File: config.mk
export PLATFORM = sky130hd
export DESIGN_NAME = pipe_ctrl_reg
export DESIGN_NICKNAME = d
export VERILOG_FILES = /design/src/rtl/pipe_ctrl_reg.sv
export SDC_FILE = /design/constraint.sdc
export NUM_CORES = 1
export LEC_CHECK = 0
export BUFFER_PORTS_ARGS = -buffer_cell sky130_fd_sc_hd__buf_2
export CAP_MARGIN = 5
export CELL_PAD_IN_SITES_DETAIL_PLACEMENT = 0
export CELL_PAD_IN_SITES_GLOBAL_PLACEMENT = 2
export CORE_ASPECT_RATIO = 1.2
export CORE_MARGIN = 2
export CORE_UTILIZATION = 32
export CTS_BUF_LIST = sky130_fd_sc_hd__clkbuf_4 sky130_fd_sc_hd__clkbuf_8 sky130_fd_sc_hd__clkbuf_16
export DETAILED_ROUTE_END_ITERATION = 7
export MAX_ROUTING_LAYER = met4
export PLACE_DENSITY_LB_ADDON = 0.2
export SLEW_MARGIN = 20
export SYNTH_ARGS = -nofsm -noshare
export SYNTH_HDL_FRONTEND = slang
export SYNTH_SLANG_ARGS = --single-unit
File: constraint.sdc
create_clock -name clk -period 3.48 [get_ports clk]
set_input_delay 0.174 -clock clk [delete_from_list [all_inputs] [get_ports clk]]
set_output_delay 0.174 -clock clk [all_outputs]
set_load 0.005 [all_outputs]
File: src/rtl/pipe_ctrl_reg.sv
// Pipeline-stage control register: carries a control bundle and valid bit
// across one boundary, with bubble insertion, miss freeze and perf counters.
module pipe_ctrl_reg #(
  parameter int                 DATA_W     = 8,
  parameter logic [DATA_W-1:0]  BUBBLE_VAL = '0,
  parameter int                 CNT_W      = 16
) (
  input  logic              clk,
  input  logic              rst,
  input  logic              stall_en,
  input  logic              flush_en,
  input  logic              d_cache_miss,
  input  logic [DATA_W-1:0] data_in,
  input  logic              valid_in,
  input  logic              cnt_clr,
  output logic [DATA_W-1:0] data_out,
  output logic              valid_out,
  output logic              flush_pending,
  output logic [CNT_W-1:0]  bubble_cnt,
  output logic [CNT_W-1:0]  freeze_cnt
);

  localparam logic [CNT_W-1:0] CNT_MAX = '1;

  logic do_freeze;
  logic do_bubble;

  always_comb begin
    do_freeze = d_cache_miss;
    do_bubble = !d_cache_miss && (stall_en || flush_en || flush_pending);
  end

  always_ff @(posedge clk) begin
    if (rst) begin
      data_out      <= BUBBLE_VAL;
      valid_out     <= 1'b0;
      flush_pending <= 1'b0;
      bubble_cnt    <= '0;
      freeze_cnt    <= '0;
    end else begin
      // A miss holds the stage but remembers any flush until the miss ends.
      if (do_freeze) begin
        if (flush_en) begin
          flush_pending <= 1'b1;
        end
      end else if (do_bubble) begin
        data_out      <= BUBBLE_VAL;
        valid_out     <= 1'b0;
        flush_pending <= 1'b0;
      end else begin
        data_out  <= data_in;
        valid_out <= valid_in;
      end

      if (cnt_clr) begin
        bubble_cnt <= '0;
        freeze_cnt <= '0;
      end else begin
        if (do_bubble && bubble_cnt != CNT_MAX) begin
          bubble_cnt <= bubble_cnt + 1'b1;
        end
        if (do_freeze && freeze_cnt != CNT_MAX) begin
          freeze_cnt <= freeze_cnt + 1'b1;
        end
      end
    end
  end

endmodule

==> results_dict.tcl, run 1 <==
set metrics [dict create \
    p_seq_share_pct 55.7 \
    start_kind "register" \
    port-buffer-count 56 \
    synth_edf_count 0 \
    grt_use_total_pct 15.8 \
    cts_htree_levels 2 \
    cp_slowest_cell "nor4_1" \
    yosysUniqueCellTypes 43 \
    synthFlopType "dfxtp_1" \
    core_um2 6090 \
    clk_latency_ns 0.29 \
    row_count 31 \
    setup_tns_ns 0 \
    comb_power_share_pct 5.8 \
    cts_resized 0 \
    grt_pass1_vias 1800 \
    initial_core_util_pct 33.4 \
    synth_top_area_cell "dfxtp_1" \
    power.leakage_nw 0.989 \
    synth-seq-cells 42 \
    maxSlewHeadroom_pct 48.2 \
    avgViaCountPerCell 5.32 \
    finalClockSkew_ns 0.00363 \
    min_period_over_period_pct 57.8 \
    worst_path_dominant_cell_family "simple AND/OR/NAND/NOR gates" \
    worstPathArrival_ns 2.18 \
    drtPass1Iterations 4 \
    met3_usage_pct 3.68 \
    drc_errors 0 \
    synth-seq-area-share_pct 41.3 \
    n_fill_cell 661 \
    finalHoldViolations 0 \
    pwr-share-clk_pct 38.5 \
    grt_pass1_wl_mm 8.69 \
    area_growth_pct 21.0 \
    ios 57 \
    gr-usage-met1_pct 19.2 \
    synth_commonest_cells "dfxtp_1, a21oi_1, nor2_1" \
    grt_max_degree 25 \
    grt_busiest_layer "met2" \
    overflow 0 \
    end_kind "register" \
    postLayoutCoreUtil_pct 40.4 \
    crit_chain "ha_1 -> nand4_1 -> nor4_1 -> buf_4 -> or3_1 -> a21oi_1" \
    place_hpwl_mm 3.72 \
    ant_nets 0 \
    cts_hold_buf 0 \
    drive_gt1_share_pct 26.2 \
    crit_type "register to register" \
    die_area_um2 7010 \
    slew_viol_final 0 \
    vdd_drop_max_v 0.000256 \
    wirelength_mm 5.24 \
    cap_viol_max_count 0 \
    postCtsSetupRepairBufs 0 \
    ys_warn_count 0 \
    vias 1959 \
    fmax_ghz 0.497 \
    diodes 0 \
    holdCritPathClass "primary input to register" \
    drtIter0Drc 79 \
    cp_max_fo 7 \
    fin_cells 368 \
    dp_cells 360 \
    yosysMostFrequentCell "dfxtp_1" \
    yosysTopAreaCellShare_pct 41.3 \
    routedWlPerCell_um 14.2 \
    cts_sinks 42 \
    numCtsBuffers 5 \
    synth_fp_nets 248 \
    clk_pin_slew_worst_paths_ns 0.08 \
    fin_crit_ns 2.01 \
    p_int_mw 0.668 \
    nNetsFinal 302 \
    async_reset_ff_share_pct 0 \
    setup_violations 0 \
    tightest_slew_ns 0.770 \
    status "complete, no violations" \
    grtUsageMet2_pct 25.5 \
    synth_area_leaders "dfxtp_1, mux2i_1, a21oi_1, or4_1, nor2_1" \
    syn_area_um2 2030 \
    worst-path-buf-inv 1 \
    gp_congestion 0.769 \
    cts_root_buf "clkbuf_8" \
    antenna_found_initial 0 \
    swShare_pct 24.2 \
    finalPower_mw 0.881 \
    clockBufferDepth 2 \
    die_h_um 91.3 \
    die_w_um 76.8 \
    p_per_area_nw_per_um2 358 \
    switchingPower_mw 0.213 \
    syn_area_per_cell_um2 8.81 \
    timing.hold.ws_ns 0.105 \
    synth_cells 231 \
    slowest_delay_ns 0.62 \
    rsz0062_at_grt "false" \
    critical_path_required_ns 3.65 \
    cts_tree "built" \
]
==> routing by layer <==
metal | wire, um | share of wire [%] | vias to the layer above
li1 | - | - | 993
met1 | 2380 | 45 | 907
met2 | 2600 | 50 | 57
met3 | 226 | 4.3 | 2
met4 | 36 | 0.69 | 0
met5 | 0 | 0 | -
==> cell type report <==
cell class	instances	area, um2	share of cell area, %
repair buffers	58	295	12.0
clock inverters	2	12.5	0.508
inverters	4	15.0	0.610
flip-flops and latches	42	841	34.1
clock buffers	6	82.6	3.35
well taps	82	103	4.17
multi-input cells	174	1110	45.2
==> layout by cell type (no fill, tap or decap), types with 2 or more instances in the layout <==
cell type,count
o41ai_1,4
a21oi_1,18
buf_2,56
or3_1,9
o31ai_1,8
nand3_1,13
and3_1,5
nor2_1,18
o21ai_0,8
nand4_1,10
mux2i_1,13
buf_4,2
nor3_1,7
nand2b_1,2
inv_1,4
nor4_1,7
ha_1,2
or4_1,10
o311ai_0,3
nand2_1,13
dfxtp_1,42
or2_2,3
clkbuf_8,6
and4_1,4
==> cells by family after synthesis <==
kind of cell | Yosys count | synth area share [%]
XOR/XNOR | 1 | 0.431
buffers and inverters | 15 | 3.94
multiplexers | 13 | 6.40
adder cells (fa/ha/maj) | 2 | 1.23
flip-flops | 42 | 41.3
AND/OR/NAND/NOR | 110 | 31.4
AO/OA/AOI/OAI | 48 | 15.3
==> worst min-delay path, delay by kind of cell <==
kind | cells | cell delay, ns
mux | 1 | 0.05
simple gates | 1 | 0.07
buf+inv | 1 | 0.07
==> worst paths after layout <==
| kind | start | slack [ns] | endpoint | cells past startpoint |
|---|---|---|---|---|
| min | data_in[1] | 0.10 | data_out[1] | 3 |
| max | freeze_cnt[0] | 1.47 | freeze_cnt[3] | 6 |
| max reg2reg | freeze_cnt[0] | 1.47 | freeze_cnt[3] | 6 |
| min reg2reg | data_out[2] | 0.50 | data_out[2] | 2 |
==> state kept, by name (all words and copies together) (netlist names) <==
name / count
flush_pending: 1
freeze_cnt: 16
valid_out: 1
bubble_cnt: 16
data_out: 8
==> stage by stage <==
stage	instance area [um2]	worst slack, ns
2_1_floorplan	2030	1.73
3_3_place_gp	2370	1.45
3_5_place_dp	2370	1.44
4_1_cts	2460	1.43
5_1_grt	2460	1.17
6_report	2460	1.47
==> power by group through the flow <==
stage / logic (mW) / registers (mW) / clock network [mW]
floorplan: 0.0308 / 0.503 / 0
global placement: 0.0519 / 0.502 / 0
detailed placement: 0.0520 / 0.502 / 0
CTS: 0.0522 / 0.491 / 0.353
global route: 0.0578 / 0.492 / 0.371
finish: 0.0511 / 0.491 / 0.339
Power figures use the tool's default switching activity.
==> run 2: changes to the inputs <==
--- a/config.mk
+++ b/config.mk
@@ -11,7 +11,7 @@
 export CELL_PAD_IN_SITES_GLOBAL_PLACEMENT = 2
 export CORE_ASPECT_RATIO = 1.2
 export CORE_MARGIN = 2
-export CORE_UTILIZATION = 32
+export CORE_UTILIZATION = 27
 export CTS_BUF_LIST = sky130_fd_sc_hd__clkbuf_4 sky130_fd_sc_hd__clkbuf_8 sky130_fd_sc_hd__clkbuf_16
 export DETAILED_ROUTE_END_ITERATION = 7
 export MAX_ROUTING_LAYER = met4
==> constraint.sdc (replaced) <==
create_clock -name clk -period 1.85 [get_ports clk]
set_input_delay 0.0925 -clock clk [delete_from_list [all_inputs] [get_ports clk]]
set_output_delay 0.0925 -clock clk [all_outputs]
set_load 0.005 [all_outputs]
==> run 2 against run 1 <==
Effect of this change: final cell count grew 8.7%; total power grew 100%; sequential power grew 88%; routed wire length grew 8.5%; clock power grew 120%; maximum frequency grew 16%; clock skew grew 0.0020 ns; sequential share of layout area shrank 2.7 points.
==> results_dict.tcl, run 2 (synthesized netlist as in run 1, its figures left out) <==
set metrics [dict create \
    status "complete, no violations" \
    startpoint "bubble_cnt[9]" \
    drc_errors 0 \
    port-buffer-count 56 \
    grt_use_total_pct 14.5 \
    setup_tns_ns 0 \
    grt_pass1_vias 1917 \
    avgViaCountPerCell 5.15 \
    cts_htree_levels 2 \
    fin_cells 400 \
    cp_max_fo 6 \
    worst-path-buf-inv 0 \
    wirelength_mm 5.69 \
    cts_tree "built" \
    ant_nets 0 \
    cp_slowest_cell "or4_4" \
    worstPathArrival_ns 1.97 \
    holdCritPathClass "primary input to register" \
    die_area_um2 8250 \
    cap_viol_max_count 0 \
    numCtsBuffers 5 \
    drive_gt1_share_pct 32.6 \
    grt_pass1_wl_mm 9.42 \
    place_area_um2 2550 \
    vias 2061 \
    overflow 0 \
    critical_path_required_ns 2.08 \
    die_w_um 83.2 \
    core_um2 7270 \
    grt_max_degree 25 \
    start_kind "register" \
    maxSlewHeadroom_pct 63.6 \
    largest_registers "bubble_cnt (16), freeze_cnt (16), data_out (8)" \
    finalPower_mw 1.78 \
    initial_core_util_pct 28.0 \
    cts_hold_buf 0 \
    drtPass1Iterations 4 \
    setup_ws_ns 0.120 \
    clockBufferDepth 2 \
    place_hpwl_mm 4.19 \
    power.leakage_nw 1.12 \
    gp_congestion 0.767 \
    clk_latency_ns 0.30 \
    finalHoldViolations 0 \
    cts_sinks 42 \
    worst_path_dominant_cell_family "simple AND/OR/NAND/NOR gates" \
    fin_crit_ns 1.73 \
    dp_cells 391 \
    n_fill_cell 783 \
    cts_root_buf "clkbuf_8" \
    routedWlPerCell_um 14.2 \
    row_count 34 \
    die_h_um 99.1 \
    setup_violations 0 \
    pre_cts_ws_ns 0.0698 \
    crit_type "register to register" \
    p_per_area_nw_per_um2 666 \
    min_period_over_period_pct 93.5 \
    clk_pin_slew_worst_paths_ns 0.09 \
    drtIter0Drc 50 \
    slew_viol_final 0 \
    antenna_found_initial 0 \
    fmax_ghz 0.578 \
    slowest_delay_ns 0.55 \
    layout_common_cells "buf_2, dfxtp_1, buf_4" \
    crit_chain "nand3_2 -> or4_4 -> or4_1 -> a21oi_1" \
    r2r_start "bubble_cnt[9]" \
    finalClockSkew_ns 0.00561 \
    end_kind "register" \
    tightest_slew_ns 0.546 \
    fin_area_um2 2680 \
    nNetsFinal 326 \
    ios 57 \
    area_growth_pct 31.6 \
    diodes 0 \
    final_common_cell "buf_2" \
    vdd_drop_max_v 0.000255 \
    min_from "data_in[0]" \
]
==> run 2: cell types whose count changed in the layout (fill, tap and decap cells not counted) <==
| cell | before | now |
|---|---|---|
| dfxtp_1 | 42 | 41 |
| clkinv_2 | 1 | 0 |
| nand3_1 | 13 | 12 |
| o311ai_0 | 3 | 2 |
| or2_0 | 1 | 0 |
| clkbuf_8 | 6 | 5 |
| nand3_2 | 1 | 2 |
| buf_4 | 2 | 26 |
| o311ai_1 | 0 | 1 |
| dfxtp_2 | 0 | 1 |
| clkinvlp_4 | 1 | 2 |
| bufinv_16 | 0 | 1 |
| or2_1 | 0 | 1 |
==> run 2: metal layers <==
layer | up-vias | global-route usage [%] | wire length (um)
li1 | 1049 | - | -
met1 | 953 | 17.9 | 2620
met2 | 49 | 23.7 | 2720
met3 | 10 | 2.66 | 260
met4 | 0 | 5.30 | 86
met5 | - | - | 0
==> run 2: per-stage QoR <==
step	utilization, %	hold WS [ns]
floorplan	-	0.169
global placement	35.1	0.324
detailed placement	35.1	0.332
CTS	36.6	0.00217
global route	36.8	0.0194
finish	36.8	0.0177
==> run 2: cell type report <==
| class | count | area [um2] | area share (%) |
|---|---|---|---|
| multi-input cells | 174 | 1120 | 41.8 |
| flip-flops and latches | 42 | 842 | 31.4 |
| repair buffers | 82 | 475 | 17.8 |
| well taps | 90 | 113 | 4.21 |
| clock buffers | 5 | 68.8 | 2.57 |
| clock inverters | 3 | 45.0 | 1.68 |
| inverters | 4 | 15.0 | 0.561 |
==> run 2: final timing paths <==
kind | to | slack [ns] | cells past startpoint
worst max-delay path | bubble_cnt[11] | 0.12 | 4
worst min-delay path | data_out[0] | 0.02 | 3
worst max register to register | bubble_cnt[11] | 0.12 | 4
worst min register to register | data_out[6] | 0.50 | 2
==> run 2: power by group <==
group	total [mW]	internal, mW	switching, mW	leakage [nW]
Sequential	0.921	0.915	0.00617	0.340
Clock	0.751	0.402	0.350	0.0504
Combinational	0.109	0.0485	0.0610	0.727
==> run 2: timing repair <==
| action | CTS | global route |
|---|---|---|
| buffers inserted | 0 | 1 |
| resized for setup | 0 | 4 |
| setup endpoints to repair | 0 | 10 |
==> run 2: tightest hold or removal path: cells and delay by family <==
family | cells | cell delay (ns)
buffers and inverters | 1 | 0.07
AND/OR/NAND/NOR | 1 | 0.07
multiplexers | 1 | 0.05
==> run 3: changes to the inputs <==
--- a/config.mk
+++ b/config.mk
@@ -11,7 +11,7 @@
 export CELL_PAD_IN_SITES_GLOBAL_PLACEMENT = 2
 export CORE_ASPECT_RATIO = 1.2
 export CORE_MARGIN = 2
-export CORE_UTILIZATION = 27
+export CORE_UTILIZATION = 30
 export CTS_BUF_LIST = sky130_fd_sc_hd__clkbuf_4 sky130_fd_sc_hd__clkbuf_8 sky130_fd_sc_hd__clkbuf_16
 export DETAILED_ROUTE_END_ITERATION = 7
 export MAX_ROUTING_LAYER = met4
==> constraint.sdc (replaced) <==
create_clock -name clk -period 1.9 [get_ports clk]
set_input_delay 0.095 -clock clk [delete_from_list [all_inputs] [get_ports clk]]
set_output_delay 0.095 -clock clk [all_outputs]
set_load 0.005 [all_outputs]
==> run 3 against run 2 <==
Effect of this change: sequential power shrank 2.6%; clock power shrank 2%; non-clock buffer count shrank 2; maximum frequency shrank 0.56%; largest power group unchanged.
==> results_dict.tcl, run 3 (synthesized netlist as in run 1, its figures left out) <==
set metrics [dict create \
    drtIter0Drc 61 \
    vdd_drop_max_v 0.000295 \
    min_period_over_period_pct 91.6 \
    p_per_area_nw_per_um2 652 \
    nNetsFinal 324 \
    rsz0062_at_grt "false" \
    cts_hold_buf 0 \
    grt_use_total_pct 16.1 \
    r2r_start "bubble_cnt[8]" \
    die_w_um 79.2 \
    initial_core_util_pct 31.4 \
    layout_common_cells "buf_2, dfxtp_1, buf_4" \
    finalClockSkew_ns 0.00856 \
    drtPass1Iterations 4 \
    met3WireLength_um 187 \
    tightest_slew_ns 0.526 \
    cts_sinks 42 \
    grt_pass1_wl_mm 9.24 \
    drc_errors 0 \
    core_um2 6490 \
    clockBufferDepth 2 \
    grt_pass1_vias 1983 \
    fin_area_um2 2660 \
    maxSlewHeadroom_pct 65.0 \
    setup_tns_ns 0 \
    end_kind "register" \
    power.leakage_nw 1.11 \
    fin_crit_ns 1.74 \
    fin_cells 393 \
    clk_latency_ns 0.30 \
    die_area_um2 7460 \
    gp_congestion 0.730 \
    grt_max_degree 25 \
    startpoint "bubble_cnt[8]" \
    slew_viol_final 0 \
    drive_gt1_share_pct 32.5 \
    critical_path_required_ns 2.13 \
    finalHoldViolations 0 \
    antenna_found_initial 0 \
    avgViaCountPerCell 5.11 \
    dr_wl_met2_mm 2.74 \
    ios 57 \
    cts_root_buf "clkbuf_8" \
    area_growth_pct 30.9 \
    cts_tree "built" \
    finalPower_mw 1.74 \
    crit_type "register to register" \
    routedWlPerCell_um 13.8 \
    wl_met1_mm 2.44 \
    status "complete, no violations" \
    wirelength_mm 5.41 \
    ant_nets 0 \
    dp_cells 383 \
    place_area_um2 2520 \
    min_from "data_in[3]" \
    row_count 32 \
    seqCellArea_um2 841 \
    fmax_ghz 0.575 \
    holdCritPathClass "primary input to register" \
    die_h_um 94.2 \
    place_hpwl_mm 4.04 \
    multi_input_area_um2 1130 \
    cts_htree_levels 2 \
    diodes 0 \
    start_kind "register" \
    port-buffer-count 56 \
    final_common_cell "buf_2" \
    clk_pin_slew_worst_paths_ns 0.09 \
    largest_registers "bubble_cnt (16), freeze_cnt (16), data_out (8)" \
    worstPathArrival_ns 1.97 \
    n_fill_cell 702 \
    setup_violations 0 \
    top_layer "met4" \
    numCtsBuffers 5 \
    cap_viol_max_count 0 \
    overflow 0 \
    vias 2009 \
    cp_max_fo 7 \
]
## run 3: changes by cell type in the layout (fill, tap and decap cells not counted), sizes merged
cell / previous run / this run
clkinv: 0 / 1
buf: 82 / 80
inv: 4 / 5
clkinvlp: 2 / 0
## run 3: worst paths after layout
| kind | cells past startpoint | to | slack [ns] |
|---|---|---|---|
| worst max-delay path | 4 | bubble_cnt[11] | 0.16 |
| worst max register to register | 4 | bubble_cnt[11] | 0.16 |
| worst min register to register | 2 | data_out[7] | 0.50 |
| worst min-delay path | 3 | data_out[3] | 0.02 |
## run 3: cell type report
| type | instances | area share (%) |
|---|---|---|
| clock inverters | 3 | 1.64 |
| inverters | 4 | 0.564 |
| multi-input cells | 174 | 42.3 |
| repair buffers | 80 | 17.3 |
| clock buffers | 5 | 2.58 |
| well taps | 85 | 3.99 |
| flip-flops and latches | 42 | 31.6 |
## run 3: where the power goes
part           total, mW  switching, mW  internal, mW
sequential         0.897        0.00600         0.891
clock              0.733          0.339         0.394
combinational      0.106         0.0584        0.0472
total               1.74          0.403          1.33
## run 3: critical path: stages (launching register included)
cell and delay [ns]:
dfxtp_1 0.46, nand3_2 0.12, or4_4 0.56, or4_1 0.40, a21oi_1 0.14
## run 3: routing by layer
layer,track usage [%],up-vias
met5,-,-
met2,27.7,38
met4,4.74,0
li1,-,1035
met3,3.56,4
met1,18.8,932
## run 3: repair_timing
item / 4_1_cts / 5_1_grt
buffers inserted: 0 / 2
resized for setup: 0 / 3
endpoints found under the setup margin: 0 / 4
## run 3: through the flow
step                util, %  hold WS, ns  setup slack, ns
finish                 41.0       0.0246            0.160
global route           41.0       0.0296          0.00416
global placement       38.9        0.325           0.0831
floorplan                 -        0.171            0.152
detailed placement     38.9        0.337            0.161
CTS                    40.6       0.0181            0.122
